==> config.mk <==
export PLATFORM = sky130hd
export DESIGN_NAME = lcd_note_scheduler
export DESIGN_NICKNAME = d
export VERILOG_FILES = /design/src/rtl/lcd_note_pkg.sv /design/src/rtl/note_channel_table.sv /design/src/rtl/lcd_note_scheduler.sv
export SDC_FILE = /design/constraint.sdc
export NUM_CORES = 1
export LEC_CHECK = 0
export ABC_AREA = 1
export ABC_CLOCK_PERIOD_IN_PS = 2670
export CAP_MARGIN = 10
export CORE_MARGIN = 1.5
export CORE_UTILIZATION = 60
export CTS_BUF_LIST = sky130_fd_sc_hd__clkbuf_8
export DETAILED_ROUTE_END_ITERATION = 8
export MAX_ROUTING_LAYER = met4
export PLACE_DENSITY = 0.87
export SLEW_MARGIN = 20
export SYNTH_ARGS = -nofsm -noshare
export SYNTH_HDL_FRONTEND = slang
export SYNTH_SLANG_ARGS = --single-unit
export TNS_END_PERCENT = 1
==> constraint.sdc <==
create_clock -name i_clk -period 2.67 [get_ports i_clk]
set_input_delay 0.4005 -clock i_clk [delete_from_list [all_inputs] [get_ports i_clk]]
set_output_delay 0.4005 -clock i_clk [all_outputs]
set_load 0.01 [all_outputs]
==> src/rtl/lcd_note_pkg.sv <==
// Shared constants and types for the LCD note display path.
// The scheduler and the LCD timing controller both import this package.
package lcd_note_pkg;

  localparam int NOTE_W     = 7;
  localparam int NUM_CH_DEF = 4;
  localparam int CH_W       = $clog2(NUM_CH_DEF);

  typedef enum logic [1:0] {
    ST_IDLE  = 2'd0,
    ST_SCAN  = 2'd1,
    ST_LATCH = 2'd2
  } sched_state_e;

  // 480x272 panel timing in pixel clocks / lines
  localparam int LCD_H_ACTIVE = 480;
  localparam int LCD_V_ACTIVE = 272;
  localparam int LCD_H_PERIOD = 531;
  localparam int LCD_V_PERIOD = 288;
  localparam int LCD_V_PULSE  = 10;

endpackage

==> src/rtl/note_channel_table.sv <==
// Per-channel {active, note} storage with note-on/off apply logic.
// Port "cur" sees the table including a write landing this cycle; port "rd" sees stored state.
module note_channel_table
  import lcd_note_pkg::*;
#(
  parameter int  NUM_CH = NUM_CH_DEF,
  localparam int CHW    = $clog2(NUM_CH)
) (
  input  logic              clk_i,
  input  logic              res_n_i,
  input  logic              wr_en_i,
  input  logic [CHW-1:0]    wr_ch_i,
  input  logic              wr_on_i,
  input  logic [NOTE_W-1:0] wr_note_i,
  input  logic [CHW-1:0]    cur_ch_i,
  output logic              cur_active_o,
  input  logic [CHW-1:0]    rd_ch_i,
  output logic              rd_active_o,
  output logic [NOTE_W-1:0] rd_note_o
);

  logic [NUM_CH-1:0]             active_q, active_d;
  logic [NUM_CH-1:0][NOTE_W-1:0] note_q, note_d;

  always_comb begin
    active_d = active_q;
    note_d   = note_q;
    if (wr_en_i) begin
      if (wr_on_i) begin
        active_d[wr_ch_i] = 1'b1;
        note_d[wr_ch_i]   = wr_note_i;
      end else if (note_q[wr_ch_i] == wr_note_i) begin
        // A note-off for a note that was since replaced must not silence the newer one
        active_d[wr_ch_i] = 1'b0;
      end
    end
  end

  always_ff @(posedge clk_i or negedge res_n_i) begin
    if (!res_n_i) begin
      active_q <= '0;
      note_q   <= '0;
    end else begin
      active_q <= active_d;
      note_q   <= note_d;
    end
  end

  assign cur_active_o = active_d[cur_ch_i];
  assign rd_active_o  = active_q[rd_ch_i];
  assign rd_note_o    = note_q[rd_ch_i];

endmodule

==> src/rtl/lcd_note_scheduler.sv <==
// Time-shares the LCD bar-graph note input among MIDI channels, rotating
// round-robin every HOLD_FRAMES frames and committing updates only at VSYNC.
module lcd_note_scheduler
  import lcd_note_pkg::*;
#(
  parameter int  NUM_CH      = NUM_CH_DEF,
  parameter int  HOLD_FRAMES = 8,
  localparam int CHW         = $clog2(NUM_CH)
) (
  input  logic              i_clk,
  input  logic              i_res_n,
  input  logic              i_evt_valid,
  output logic              o_evt_ready,
  input  logic [CHW-1:0]    i_evt_ch,
  input  logic              i_evt_on,
  input  logic [NOTE_W-1:0] i_evt_note,
  input  logic              i_vsync,
  output logic              o_note_en,
  output logic [NOTE_W-1:0] o_note_num,
  output logic [CHW-1:0]    o_cur_ch,
  output logic              o_frame_tick
);

  localparam logic [7:0]   HOLD_LAST = 8'(HOLD_FRAMES - 1);
  localparam logic [CHW:0] K_LAST    = (CHW + 1)'(NUM_CH);

  sched_state_e      state_q, state_d;
  logic              vs_prev_q;
  logic [CHW:0]      k_q, k_d;
  logic [CHW-1:0]    cand_q, cand_d;
  logic              cand_ok_q, cand_ok_d;
  logic [7:0]        hold_q, hold_d;
  logic [CHW-1:0]    cur_q, cur_d;
  logic              en_q, en_d;
  logic [NOTE_W-1:0] num_q, num_d;
  logic              tick_q, tick_d;

  logic              evt_acc;
  logic              frame_edge;
  logic              hold_last;
  logic [CHW-1:0]    scan_ch;
  logic [CHW-1:0]    rd_ch;
  logic              cur_active;
  logic              rd_active;
  logic [NOTE_W-1:0] rd_note;

  assign o_evt_ready = (state_q == ST_IDLE);
  assign evt_acc     = i_evt_valid & o_evt_ready;
  assign frame_edge  = vs_prev_q & ~i_vsync;
  assign hold_last   = (hold_q == HOLD_LAST);
  // Truncation to CHW bits gives the modulo-NUM_CH wrap for free
  assign scan_ch     = cur_q + k_q[CHW-1:0];
  assign rd_ch       = (state_q == ST_LATCH) ? cand_q : scan_ch;

  note_channel_table #(
    .NUM_CH (NUM_CH)
  ) u_table (
    .clk_i        (i_clk),
    .res_n_i      (i_res_n),
    .wr_en_i      (evt_acc),
    .wr_ch_i      (i_evt_ch),
    .wr_on_i      (i_evt_on),
    .wr_note_i    (i_evt_note),
    .cur_ch_i     (cur_q),
    .cur_active_o (cur_active),
    .rd_ch_i      (rd_ch),
    .rd_active_o  (rd_active),
    .rd_note_o    (rd_note)
  );

  always_comb begin
    state_d   = state_q;
    k_d       = k_q;
    cand_d    = cand_q;
    cand_ok_d = cand_ok_q;
    hold_d    = hold_q;
    cur_d     = cur_q;
    en_d      = en_q;
    num_d     = num_q;
    tick_d    = 1'b0;
    case (state_q)
      ST_IDLE: begin
        if (frame_edge) begin
          if (hold_last || !cur_active) begin
            state_d = ST_SCAN;
            k_d     = (CHW + 1)'(1);
          end else begin
            state_d   = ST_LATCH;
            cand_d    = cur_q;
            cand_ok_d = 1'b1;
          end
        end
      end
      ST_SCAN: begin
        if (rd_active) begin
          state_d   = ST_LATCH;
          cand_d    = scan_ch;
          cand_ok_d = 1'b1;
        end else if (k_q == K_LAST) begin
          state_d   = ST_LATCH;
          cand_ok_d = 1'b0;
        end else begin
          k_d = k_q + (CHW + 1)'(1);
        end
      end
      ST_LATCH: begin
        state_d = ST_IDLE;
        tick_d  = 1'b1;
        if (cand_ok_q) begin
          en_d  = 1'b1;
          num_d = rd_note;
          cur_d = cand_q;
          if (cand_q != cur_q || hold_last) hold_d = '0;
          else                              hold_d = hold_q + 8'd1;
        end else begin
          en_d   = 1'b0;
          hold_d = '0;
        end
      end
      default: state_d = ST_IDLE;
    endcase
  end

  always_ff @(posedge i_clk or negedge i_res_n) begin
    if (!i_res_n) begin
      state_q   <= ST_IDLE;
      vs_prev_q <= 1'b0;
      k_q       <= '0;
      cand_q    <= '0;
      cand_ok_q <= 1'b0;
      hold_q    <= '0;
      cur_q     <= '0;
      en_q      <= 1'b0;
      num_q     <= '0;
      tick_q    <= 1'b0;
    end else begin
      state_q   <= state_d;
      vs_prev_q <= i_vsync;
      k_q       <= k_d;
      cand_q    <= cand_d;
      cand_ok_q <= cand_ok_d;
      hold_q    <= hold_d;
      cur_q     <= cur_d;
      en_q      <= en_d;
      num_q     <= num_d;
      tick_q    <= tick_d;
    end
  end

  assign o_note_en    = en_q;
  assign o_note_num   = num_q;
  assign o_cur_ch     = cur_q;
  assign o_frame_tick = tick_q;

endmodule

# --- After elaboration in Yosys (flattened, before gate mapping) ---
# Index checks and enable logic that the tools add are counted.
word_totals:
  reg_bits: 60
  elab_cells: 93
classes:
  n_reduce_logical: 12
  mux: 40
  n_eq_ne: 13
  n_bitwise: 6
  magnitude_cmp: 4
  add_sub_neg: 3
ops:
  columns: ["op", "count"]
  rows:
  - ["7-bit binary-select mux with 2-bit select", 2]
  - ["28-bit bitwise mux", 1]
  - ["7-bit two-way mux", 3]
  - ["2-bit two-way mux", 8]
  - ["8-bit two-way mux", 2]
  - ["7-bit demux with 2-bit select", 1]
  - ["3-bit two-way mux", 4]
  - ["4-bit two-way mux", 3]
  - ["2-bit by 3-bit less-than comparator with 1-bit output, second input constant", 3]
  - ["1-bit two-way mux", 9]
  - ["8-bit by 1-bit adder with 8-bit output, second input constant", 1]
  - ["8-bit by 3-bit equality test with 1-bit output, second input constant", 1]
  - ["2-bit inequality test, second input constant", 4]
  - ["2-bit case mux with 2 select lines", 2]
  - ["4-bit AND reduction", 2]
  - ["7-bit equality test", 1]
  - ["3-bit case mux with 2 select lines", 1]
  - ["2-bit AND reduction", 3]
  - ["5-bit AND reduction", 1]
  - ["4-bit AND", 1]
  - ["1-bit binary-select mux with 2-bit select", 2]
  - ["2-bit by 1-bit inequality test with 1-bit output, second input constant", 2]
  - ["4-bit inverter", 1]
  - ["4-bit OR", 1]
  - ["other kinds (17)", 19]

# --- Depth between registers and ports, before layout ---
logic_depth:
  word_depth: 16
  mapped_depth: 22

# --- Modules after synthesis ---
# From an unflattened synthesis, not the netlist that was laid out.
hier_totals:
  cells_unflattened: 436
  area_unflattened_um2: 3304.4
modules_own_cells:
  columns: ["module", "cells_per_inst", "area_per_inst_um2", "seq_area_each_um2", "instances"]
  rows:
  - ["note_channel_table", 271, 1850.5, 800.8, 1]
  - ["lcd_note_scheduler", 165, 1453.9, 700.7, 1]

# --- Worst setup path before layout ---
# OpenSTA, ideal clock, no wires.
synth_timing:
  path_kind: "flip-flop to flip-flop"
  start: "register cur_q[0], in the netlist o_cur_ch[0]"
  end: "register num_q[5], in the netlist o_note_num[5]"
  path_stages_with_launch: 7
  setup_slack_ps: 612
  arrival_time_ps: 1934
  t_required_ps: 2546
  synth_period_minus_slack_ps: 2058
  path_buffers: 1
  path_cell_list: "dfrtp_1 > ha_1 > o21ai_2 > clkbuf_1 > mux2_2 > o211ai_1 > nand2_1"
synth_between:
  elab_chain_cells: 4
synth_lines:
  columns: ["item", "line", "rtl"]
  rows:
  - ["from (decl)", "lcd_note_scheduler.sv:33", "logic [CHW-1:0] cur_q, cur_d;"]
  - ["from (signal assigned)", "lcd_note_scheduler.sv:143", "cur_q <= cur_d;"]
  - ["2-bit adder", "lcd_note_scheduler.sv:52", "assign scan_ch = cur_q + k_q[CHW-1:0];"]
  - ["2-bit two-way mux", "lcd_note_scheduler.sv:53", "assign rd_ch = (state_q == ST_LATCH) ? cand_q : scan_ch;"]
  - ["7-bit binary-select mux with 2-bit select", "note_channel_table.sv:51", "assign rd_note_o = note_q[rd_ch_i];"]
  - ["7-bit two-way mux (implied by the code)", "note_channel_table.sv:51", null]
  - ["to (signal assigned)", "lcd_note_scheduler.sv:145", "num_q <= num_d;"]
  - ["to (decl)", "lcd_note_scheduler.sv:35", "logic [NOTE_W-1:0] num_q, num_d;"]
# Every way passes these cells. The select of a mux whose other input is x is not followed.
# A chain may end at the register's enable or synchronous reset.

# --- Final worst setup path ---
layout_timing:
  start: "input i_evt_ch[0]"
  end: "register k_q[2]"
layout_between:
  elab_chain_cells: 15
  elab_cells_between_ends: 20
  classes_between: "order compare (2); eq/ne (2); mux (9); bitwise (3); reduce/logical (4)"
layout_lines:
  columns: ["item", "line", "rtl"]
  rows:
  - ["from (decl)", "lcd_note_scheduler.sv:14", "input logic [CHW-1:0] i_evt_ch,"]
  - ["2-bit by 3-bit less-than comparator with 1-bit output (implied by the code) or 2-bit by 1-bit greater-or-equal comparator with 1-bit output (tied branches)", "note_channel_table.sv:30, note_channel_table.sv:34", null]
  - ["1-bit logical AND (implied by the code)", "note_channel_table.sv:30, note_channel_table.sv:34", null]
  - ["1-bit two-way mux (implied by the code)", "note_channel_table.sv:30, note_channel_table.sv:34", null]
  - ["1-bit demux with 2-bit select", null, null]
  - ["4-bit inverter (no line)", null, null]
  - ["4-bit AND (no line)", null, null]
  - ["4-bit two-way mux", "note_channel_table.sv:32", "end else if (note_q[wr_ch_i] == wr_note_i) begin"]
  - ["4-bit two-way mux *", "note_channel_table.sv:29", "if (wr_on_i) begin"]
  - ["4-bit two-way mux *", "note_channel_table.sv:28", "if (wr_en_i) begin"]
  - ["1-bit binary-select mux with 2-bit select *", "note_channel_table.sv:49", "assign cur_active_o = active_d[cur_ch_i];"]
  - ["1-bit two-way mux (implied by the code) *", "note_channel_table.sv:49", null]
  - ["1-bit zero test *", "lcd_note_scheduler.sv:84", "if (hold_last || !cur_active) begin"]
  - ["1-bit logical OR *", "lcd_note_scheduler.sv:84", null]
  - ["2-bit by 1-bit inequality test with 1-bit output (no line) *", null, null]
  - ["5-bit AND reduction (no line) *", null, null]
  - ["to (signal assigned)", "lcd_note_scheduler.sv:139", "k_q <= k_d;"]
  - ["to (decl)", "lcd_note_scheduler.sv:29", "logic [CHW:0] k_q, k_d;"]
# Mark *: on every way between the ends. The rest lies on a longest branch, timed or not. The select of a mux whose other input is x is not followed.

==> summary.md <==
The flow ran to the end, and the final reports show no timing, DRC or antenna violations. The routability-driven placement congestion ratio is 0.8777. The pin count of the biggest net entering global routing was 25; the total of cells resized after clock tree synthesis was 0.

The final wirelength is 7.662 mm. The tools report the cell chosen for the clock root as sky130_fd_sc_hd__clkbuf_8. The total number of yosys warnings is 0, and the final period demand of the worst path is 2.351 ns. The tools report the residual DRC count as 0.

The core utilization of the finished layout is 75.05%. After clock tree synthesis, the clock-pin slew on the worst setup and hold paths is 0.07 ns. The tools report the total via count in the routed design as 3034.

Number of standard cells after synthesis: 433. For this design the top-level I/O count stands at 26. TritonCTS built the clock tree.

Prior to clock tree synthesis, the placed netlist has a worst setup slack of -0.01037 ns. The logs give 0 for the count of pins over their slew limit and 63.56% for the initial core utilization. After detailed routing, the number of vias per cell comes to 5.577. The number of setup violations in the final report is 0.

The flip-flop and latch count after synthesis was 60; the post-synth net total was 451. In the post-route analysis, the smallest setup slack over all paths is 0.3188 ns. The first global-routing pass estimated 13.25 mm of wire. In the finished design, the share of the clock period the worst path needs comes to 88.06%. The fraction of layout cells with a size suffix above 1 is 11.18%, and the fill cell total of the finished layout is 385. The detailed router finished its first iteration with 219 violations. The floorplan step defined a die boundary enclosing 5968 µm². The clock passes through at most 2 buffers. The total standard cell area after synthesis is 3308 µm², and the remaining global-route overflow is 0. The wire length per cell after detailed routing is 14.08 µm. The total area inside the core boundary comes to 5205 µm². The final layout contains 487 nets. CTS saw 60 sinks. Clock network latency to the later pin of the worst-skew pair: 0.35 ns. The tools report the type of destination of the critical path as a flip-flop. After clock tree synthesis, the flow added hold-fix buffers numbering 0. Global routing used 29.15% of the available tracks across all layers. The count of buffers added by post-CTS timing repair for setup is 0, and the mean cell area of the mapped netlist is 7.640 µm². For this design the static power due to leakage is 1.961 nW. Setup TNS: 0 ns. The power per unit of standard cell area is 1146 nW/µm², and the total CTS buffers is 9. Timing would allow up to 425.3 MHz. For the antenna diode count, the log shows 0. The signed area change from the synthesized netlist to the final layout works out to 18.08%. At the pin with the least slew margin, the transition time is 0.5568 ns. STA puts the critical path data required time at 2.91 ns. The worst vdd rail ir drop was 0.7276 mV; the detailed-placement wirelength estimate was 5.333 mm.

The H-tree was split into 3 levels. The tools report the number of global-route vias before repair as 2878. In this run the worst hold path is classified as input pin to asynchronous set/reset pin.

Port buffering added 25 buffers. By startpoint and endpoint, the worst setup path is classified as input pin to flip-flop. In this run the worst path has a maximum fanout of 16. The number of different library cells used by synthesis comes to 32.

The die extent in x is 77.26 µm, and the total of max-cap violations is 0. The height of the die works out to 77.26 µm. For the worst setup path, the data arrival time is 2.59 ns. Number of detailed-routing iterations run before antenna repair: 5.

Setup repair after global routing left no endpoint under its margin. The startpoint type of the worst setup path was an input pin. The floorplan has 26 rows. The run gives 0 as the number of antenna violations at the first check in global routing. Clock skew on the completed layout was measured at 0.008573 ns. The count of nets left with antenna violations once routing finished came out at 0.

Headroom to the max-slew limit came out at 62.88%. The sequential cell area fraction in the yosys report was 45.39%; the final number of hold-violating endpoints was 0.
[layer usage]
| metal | global-route usage [%] | share of wire [%] |
|---|---|---|
| met5 | - | 0 |
| met4 | 12.55 | 2.3 |
| met3 | 6.905 | 5.9 |
| met2 | 43.86 | 46 |
| met1 | 37.74 | 46 |
[report_power, final]
part / switching [mW] / total, mW / internal [mW]
logic: 1.11 / 1.90 / 0.788
registers: 0.314 / 1.59 / 1.27
clock network: 0.377 / 0.993 / 0.616
total: 1.80 / 4.48 / 2.68
[cell usage in the layout, fill, tap and decap left out, drive strengths merged]
cell type	Yosys	final
bufinv	0	3
o21ai	41	41
clkbuf	7	9
clkinvlp	0	2
o32ai	2	2
mux2	5	5
buf	6	14
nand3	24	24
a31oi	1	1
nand2	178	178
nor3	3	3
nor4	2	2
xor2	3	3
o211ai	14	14
xnor2	2	2
ha	4	4
nor2	18	18
mux2i	3	3
inv	48	48
nand4	3	3
a21oi	6	6
clkdlybuf4s50	0	24
clkinv	0	2
o22ai	2	2
a22o	1	1
dfrtp	60	60
[Yosys cell counts]
| cell type | count | area share [%] |
|---|---|---|
| sky130_fd_sc_hd__nand2_4 | 4 | 1.4 |
| sky130_fd_sc_hd__clkbuf_1 | 7 | 0.79 |
| sky130_fd_sc_hd__nor2_1 | 15 | 1.7 |
| sky130_fd_sc_hd__inv_2 | 3 | 0.34 |
| sky130_fd_sc_hd__o32ai_1 | 2 | 0.53 |
| sky130_fd_sc_hd__nand2_1 | 171 | 19 |
| sky130_fd_sc_hd__buf_2 | 3 | 0.45 |
| sky130_fd_sc_hd__o22ai_1 | 2 | 0.38 |
| sky130_fd_sc_hd__a31oi_1 | 1 | 0.19 |
| sky130_fd_sc_hd__nor3_1 | 3 | 0.45 |
| sky130_fd_sc_hd__o21ai_2 | 3 | 0.79 |
| sky130_fd_sc_hd__nor2_2 | 1 | 0.19 |
| sky130_fd_sc_hd__o21ai_0 | 38 | 5.7 |
| sky130_fd_sc_hd__inv_6 | 1 | 0.26 |
| sky130_fd_sc_hd__nor4_1 | 2 | 0.38 |
| sky130_fd_sc_hd__nor2_4 | 2 | 0.68 |
| sky130_fd_sc_hd__nand3_1 | 24 | 3.6 |
| sky130_fd_sc_hd__xnor2_1 | 2 | 0.53 |
| sky130_fd_sc_hd__o211ai_1 | 14 | 3.2 |
| sky130_fd_sc_hd__inv_1 | 44 | 5.0 |
| sky130_fd_sc_hd__xor2_1 | 3 | 0.79 |
| sky130_fd_sc_hd__nand4_1 | 3 | 0.57 |
| sky130_fd_sc_hd__nand2_2 | 3 | 0.57 |
| sky130_fd_sc_hd__mux2_2 | 5 | 1.7 |
| sky130_fd_sc_hd__a21oi_2 | 1 | 0.26 |
| sky130_fd_sc_hd__buf_6 | 2 | 0.68 |
| sky130_fd_sc_hd__buf_12 | 1 | 0.61 |
| sky130_fd_sc_hd__dfrtp_1 | 60 | 45 |
| sky130_fd_sc_hd__a21oi_1 | 5 | 0.76 |
| sky130_fd_sc_hd__mux2i_1 | 3 | 0.91 |
| sky130_fd_sc_hd__ha_1 | 4 | 1.5 |
| sky130_fd_sc_hd__a22o_1 | 1 | 0.26 |
[kinds of logic after synthesis]
logic type,share of synthesized area (%)
compound gates,12.10
xor+xnor,1.324
fa+ha+maj,1.513
buf+inv,8.132
flops,45.39
mux,2.610
simple gates,28.93
[stage by stage]
stage,power [mW],hold WS (ns),area (µm²),std cells
4_1_cts,4.462,0.05077,3906,544
3_5_place_dp,3.447,0.4144,3667,528
2_1_floorplan,2.845,0.1049,3308,433
6_report,4.477,0.04018,3906,544
3_3_place_gp,3.352,0.4048,3667,528
5_1_grt,4.803,0.07518,3906,544
[critical path: stages]
cell	delay, ns
sky130_fd_sc_hd__clkdlybuf4s50_1	0.45
sky130_fd_sc_hd__buf_12	0.17
sky130_fd_sc_hd__inv_6	0.12
sky130_fd_sc_hd__nand2_1	0.06
sky130_fd_sc_hd__nand2_1	0.05
sky130_fd_sc_hd__nand2_1	0.07
sky130_fd_sc_hd__nand2_1	0.07
sky130_fd_sc_hd__nand2_1	0.05
sky130_fd_sc_hd__nand2_1	0.10
sky130_fd_sc_hd__nand2_2	0.07
sky130_fd_sc_hd__nor2_4	0.13
sky130_fd_sc_hd__nand3_1	0.09
sky130_fd_sc_hd__nand2_1	0.09
sky130_fd_sc_hd__nand3_1	0.09
sky130_fd_sc_hd__nand3_1	0.08
sky130_fd_sc_hd__nand2_1	0.06
sky130_fd_sc_hd__nand2_2	0.09
sky130_fd_sc_hd__nand2_4	0.07
sky130_fd_sc_hd__nand2_4	0.09
sky130_fd_sc_hd__nand2_4	0.06
sky130_fd_sc_hd__nand2_1	0.06
sky130_fd_sc_hd__nand2_1	0.05
[worst paths after layout]
kind	start	end	slack, ns	cells after the start
hold reg to reg	o_note_en	o_note_en	0.48	2
max in group asynchronous	i_res_n	o_cur_ch[0]	1.93	2
min in group i_clk	o_note_en	o_note_en	0.48	2
hold / removal	i_res_n	u_table.note_q[14]	0.04	1
setup / recovery	i_evt_ch[0]	k_q[2]	0.32	22
setup reg to reg	o_cur_ch[0]	o_note_num[2]	0.50	6
[flip-flops by register name (all words and copies together) (netlist names)]
| signal | count |
|---|---|
| u_table.active_q | 4 |
| state_q | 2 |
| vs_prev_q | 1 |
| cand_q | 2 |
| hold_q | 8 |
| o_frame_tick | 1 |
| u_table.note_q | 28 |
| cand_ok_q | 1 |
| o_note_en | 1 |
| o_note_num | 7 |
| k_q | 3 |
| o_cur_ch | 2 |
[area by class of cell]
class	instances	area [µm²]	share of cell area [%]
multi-input cells	312	1538	39.37
flip-flops and latches	60	1501	38.44
repair buffers	38	355.3	9.097
inverters	48	185.2	4.741
clock buffers	9	123.9	3.171
clock inverters	7	115.1	2.947
well taps	70	87.58	2.242
Note: power is estimated with default switching activity, not from simulation.
